## config.mk

```make
export PLATFORM = sky130hd
export DESIGN_NAME = aes128_key_sched
export DESIGN_NICKNAME = d
export VERILOG_FILES = /design/src/rtl/aes128_pkg.sv /design/src/rtl/aes_sbox.sv /design/src/rtl/aes128_key_sched.sv
export SDC_FILE = /design/constraint.sdc
export NUM_CORES = 2
export LEC_CHECK = 0
export ABC_CLOCK_PERIOD_IN_PS = 19720
export CELL_PAD_IN_SITES_DETAIL_PLACEMENT = 0
export CELL_PAD_IN_SITES_GLOBAL_PLACEMENT = 1
export CORE_ASPECT_RATIO = 1.5
export CORE_MARGIN = 2
export CORE_UTILIZATION = 49
export DETAILED_ROUTE_END_ITERATION = 8
export GPL_ROUTABILITY_DRIVEN = 1
export PLACE_DENSITY_LB_ADDON = 0.1
export SYNTH_ARGS = -nofsm -noshare
export SYNTH_HDL_FRONTEND = slang
export SYNTH_HIERARCHICAL = 1
export SYNTH_SLANG_ARGS = --single-unit
```

## constraint.sdc

```tcl
create_clock -name CLK -period 19.72 [get_ports CLK]
set_input_delay 1.972 -clock CLK [delete_from_list [all_inputs] [get_ports CLK]]
set_output_delay 1.972 -clock CLK [all_outputs]
set_load 0.02 [all_outputs]
```

## src/rtl/aes128_pkg.sv

```systemverilog
// Shared AES-128 types, constants and byte/word helpers.
package aes128_pkg;

    typedef logic [31:0] word_t;

    typedef enum logic {
        IDLE = 1'b0,
        EMIT = 1'b1
    } ks_state_t;

    localparam logic [7:0] RCON_INIT = 8'h01;
    localparam logic [7:0] RCON_POLY = 8'h1B;

    // Multiply by x in GF(2^8) modulo the AES polynomial.
    function automatic logic [7:0] xtime(input logic [7:0] r);
        return {r[6:0], 1'b0} ^ (r[7] ? RCON_POLY : 8'h00);
    endfunction

    function automatic word_t rot_word(input word_t w);
        return {w[23:0], w[31:24]};
    endfunction

endpackage

```

## src/rtl/aes_sbox.sv

```systemverilog
// Combinational AES S-box: GF(2^8) inverse (as a^254) followed by the affine map.
module aes_sbox
    import aes128_pkg::*;
(
    input  logic [7:0] in_i,
    output logic [7:0] out_o
);

    function automatic logic [7:0] gf_mul(input logic [7:0] a, input logic [7:0] b);
        logic [7:0] acc;
        logic [7:0] sh;
        acc = 8'h00;
        sh  = a;
        for (int i = 0; i < 8; i++) begin
            if (b[i]) acc = acc ^ sh;
            sh = xtime(sh);
        end
        return acc;
    endfunction

    // a^254 == a^-1 for a != 0 and yields 0 for a == 0, as the S-box requires.
    function automatic logic [7:0] gf_inv(input logic [7:0] a);
        logic [7:0] sq;
        logic [7:0] acc;
        sq  = a;
        acc = 8'h01;
        for (int i = 1; i < 8; i++) begin
            sq  = gf_mul(sq, sq);
            acc = gf_mul(acc, sq);
        end
        return acc;
    endfunction

    logic [7:0] inv;

    always_comb begin
        inv   = gf_inv(in_i);
        out_o = inv ^ {inv[6:0], inv[7]} ^ {inv[5:0], inv[7:6]}
              ^ {inv[4:0], inv[7:5]} ^ {inv[3:0], inv[7:4]} ^ 8'h63;
    end

endmodule

```

## src/rtl/aes128_key_sched.sv

```systemverilog
// Iterative AES-128 key expansion: emits round keys 0..NR over a valid/ready handshake.
module aes128_key_sched
    import aes128_pkg::*;
#(
    parameter int NR = 10,
    parameter int KW = 128
) (
    input  logic          CLK,
    input  logic          RSTB,
    input  logic          start,
    input  logic [KW-1:0] key_in,
    output logic          busy,
    output logic          rk_valid,
    input  logic          rk_ready,
    output logic [KW-1:0] rk_out,
    output logic [3:0]    rk_idx,
    output logic          done
);

    localparam logic [3:0] IDX_LAST = 4'(NR);

    ks_state_t     state_q;
    logic          busy_q;
    logic          rk_valid_q;
    logic [KW-1:0] rk_out_q;
    logic [3:0]    rk_idx_q;
    logic          done_q;
    logic [7:0]    rcon_q;

    word_t         w0, w1, w2, w3;
    word_t         rot, sub, t;
    word_t         n0, n1, n2, n3;
    logic [KW-1:0] next_key_d;
    logic          accept;

    assign w0  = rk_out_q[127:96];
    assign w1  = rk_out_q[95:64];
    assign w2  = rk_out_q[63:32];
    assign w3  = rk_out_q[31:0];
    assign rot = rot_word(w3);

    for (genvar g = 0; g < 4; g++) begin : g_subword
        aes_sbox u_sbox (
            .in_i  (rot[8*g +: 8]),
            .out_o (sub[8*g +: 8])
        );
    end

    assign t          = sub ^ {rcon_q, 24'h000000};
    assign n0         = w0 ^ t;
    assign n1         = w1 ^ n0;
    assign n2         = w2 ^ n1;
    assign n3         = w3 ^ n2;
    assign next_key_d = {n0, n1, n2, n3};
    assign accept     = rk_valid_q & rk_ready;

    always_ff @(posedge CLK) begin
        if (!RSTB) begin
            state_q    <= IDLE;
            busy_q     <= 1'b0;
            rk_valid_q <= 1'b0;
            rk_out_q   <= '0;
            rk_idx_q   <= 4'd0;
            done_q     <= 1'b0;
            rcon_q     <= RCON_INIT;
        end else begin
            done_q <= 1'b0;
            case (state_q)
                IDLE: begin
                    if (start) begin
                        rk_out_q   <= key_in;
                        rk_idx_q   <= 4'd0;
                        rcon_q     <= RCON_INIT;
                        rk_valid_q <= 1'b1;
                        busy_q     <= 1'b1;
                        state_q    <= EMIT;
                    end
                end
                EMIT: begin
                    if (accept) begin
                        if (rk_idx_q == IDX_LAST) begin
                            rk_valid_q <= 1'b0;
                            busy_q     <= 1'b0;
                            done_q     <= 1'b1;
                            state_q    <= IDLE;
                        end else begin
                            rk_out_q <= next_key_d;
                            rk_idx_q <= rk_idx_q + 4'd1;
                            // The last key consumes 8'h36; rcon stops there.
                            if (rk_idx_q != IDX_LAST - 4'd1) rcon_q <= xtime(rcon_q);
                        end
                    end
                end
                default: state_q <= IDLE;
            endcase
        end
    end

    assign busy     = busy_q;
    assign rk_valid = rk_valid_q;
    assign rk_out   = rk_out_q;
    assign rk_idx   = rk_idx_q;
    assign done     = done_q;

endmodule

```

==> metrics.txt <==
top cell type by total area after synthesis xnor2_1; CTS Buf Count 17; Chip Width 311 µm; clock buffer depth 2; starting density of the core 0.492; Synth top cells by count xnor2_1 (1,428), nor2_1 (1,101), nand2_1 (928); ys flop type dfxtp_1; R2R Path Start rk_out[7]; clock-pin slew on the worst setup and hold paths approximately 0.080 ns; root buffer cell clkbuf_16; DRT Pass-1 Iters 6; GRT overflow 0; Synth Area in Simple Gates 0.211; max incr delay on CP approximately 0.84 ns; multiplexer share of the synthesized area 0.0466; Layout fillers 13,700; Max stage delay cell, worst path xnor3_1; RSZ-0062 raised after global routing no; Worst slew margin 0.176; Antenna Nets Post-Route 0; Synth Cell Area 0.0693 mm²; Data arrival, critical path roughly 19 ns; Rows 169; Worst Tran Pin Value 1.23 ns; Synth area leaders xnor2_1 (18%), xnor3_1 (12%), nor2_1 (6.0%), nand2_1 (5.0%), xor2_1 (5.0%); Via density 6.01; EDFF count, synth 0; Final Max Tran Viols 0; initial antenna violation count 5; largest family of logic cells by synthesized area XOR/XNOR gates; nets 8,895; setup TNS 0 ns; max cap viols 0; count leader, synth xnor2_1; H-tree depth 4; DR DRC count 0; startpoint types flop; cts hold-fix bufs 0; Core Util, Final 0.530; dpl hpwl 173,000 µm; vias in the first global route 62,200; Seq/Total Area, Yosys 0.0413; Top Ports 267; total core area approximately 0.14 mm²; skew final 0.0158 ns; area share of the largest cell type after synthesis 0.181; post-synthesis async set-or-reset flop share 0; crit share post-route 0.954; PortBufs 266; outcome finished clean; Area Overhead vs Synth 7.74%; Die Y-Extent 465 µm; CTS tree done; hold path start rcon_q[4]; Crit Path Class flop to flop; largest net degree at the start of global routing 106; reg2reg end rk_out[8]; Syn Nets 8,941; CP dominant cell by count xnor3_1; setup repair bufs after CTS 0; CTS sink cnt 143; WP data required 20.17 ns; XOR/XNOR share of the synthesized area 0.464; Setup violations, final 0; vias after detailed routing 63,900; Hold Crit Depth 2; Synth Area in Compound Gates 0.181; Final Hold Violating Endpoints 0; share of cells above drive strength 1 0.111; clock latency on the worst-skew pair 0.51 ns; #FFs+latches synth 143; reg2reg path depth 55; Mean Syn Cell Area 7.89 µm²; WL per Instance 21.7 µm; Yosys Warn Count 6; Fmax achieved 0.0531 GHz; Adder-Cell Fraction of Synth Area 0.00618; unique cell type count in the Yosys netlist 119; die area 0.144 mm²; All-Layer GR Usage 0.309; Cells after Synth 8,778; first-pass GRT wire length 361,000 µm; r2r setup slk roughly 0.90 ns; crit path max fanout 27; Hold Crit Endpoint rcon_q[4]; PostCTS Resize Cnt 0; Iteration-0 DRC Markers 4,712; routability cong. between 0.9 and 1; worst hold path class flop to flop; total routed wirelength 231,000 µm; CP endpoint kind flop; min cycle time layout 18.82 ns
## placed cells by master, fill, tap and decap left out, types with 246 or more instances in the layout
| master | instances |
|---|---|
| clkdlybuf4s50_1 | 265 |
| xnor3_1 | 374 |
| nand2_1 | 927 |
| o21ai_0 | 261 |
| buf_4 | 283 |
| xor2_1 | 383 |
| xnor2_1 | 1372 |
| a21oi_1 | 351 |
| nor2_1 | 1095 |
| mux2i_1 | 246 |
## worst max path at each step
stage / from / to / slack [ns] / depth (start not counted)
global placement: rk_out[6] / rk_out[8] / 0.46 / 52
floorplan: rk_out[23] / rk_out[57] / 4.32 / 61
global route: rk_out[7] / rk_out[8] / 0.003 / 55
detailed placement: rk_out[6] / rk_out[8] / 0.24 / 52
CTS: rk_out[6] / rk_out[8] / 0.17 / 52
finish: rk_out[7] / rk_out[8] / 0.90 / 55
## routing by layer
| metal | vias up | wire length (µm) | share of wire | global-route usage |
|---|---|---|---|---|
| li1 | 30500 | - | - | - |
| met1 | 31000 | 93300 | 0.40 | 0.371 |
| met2 | 1949 | 117000 | 0.51 | 0.561 |
| met3 | 431 | 11400 | 0.050 | 0.0314 |
| met4 | 4 | 9260 | 0.040 | 0.125 |
| met5 | - | 24 | 0.00010 | 0 |
## flip-flops by register name, indices dropped and copies added (netlist names)
register	count
rk_out	128
rcon_q	8
rk_idx	4
done	1
rk_valid	1
state_q	1
## area by class of cell
cell class	instances	area, µm²	share of cell area
Multi-Input combinational cell	7890	63500	0.851
Timing Repair Buffer	548	4780	0.0640
Sequential cell	143	2870	0.0384
Tap cell	1881	2350	0.0315
Inverter	132	495	0.00664
Clock buffer	17	425	0.00570
Clock inverter	15	209	0.00280
Antenna cell	3	7.51	0.000101
## metrics by stage
stage          hold WS (ns)  setup WS, ns  instances  cell area [µm²]
6_report              0.472         0.900      10600            74600
3_5_place_dp          0.464         0.242      10600            73900
5_1_grt               0.487       0.00278      10600            74600
2_1_floorplan         0.445          4.32       8778            69300
4_1_cts               0.473         0.168      10600            74600
3_3_place_gp          0.459         0.463      10600            73900
## cells by family (layout without fill, tap and decap cells)
family                   count (synthesis)  after routing
flip-flops                             143            143
multiplexers                           306            306
XOR/XNOR                              2583           2583
buffers and inverters                  745            712
AO/OA/AOI/OAI                         1794           1794
adder cells (fa/ha/maj)                 35             35
AND/OR/NAND/NOR                       3172           3172
other                                    0              3
## worst max-delay path: cells and delay by family (launching register included)
| kind | cells | cell delay [ns] |
|---|---|---|
| adder cells (fa/ha/maj) | 3 | 1.50 |
| multiplexers | 1 | 0.26 |
| AO/OA/AOI/OAI | 7 | 1.30 |
| XOR/XNOR | 29 | 11.74 |
| buffers and inverters | 5 | 1.38 |
| AND/OR/NAND/NOR | 10 | 2.12 |
| flip-flops | 1 | 0.32 |
Power is left out: the tool's default activity adds up to more than one toggle a clock period on the data nets, which glitch-free logic cannot reach.
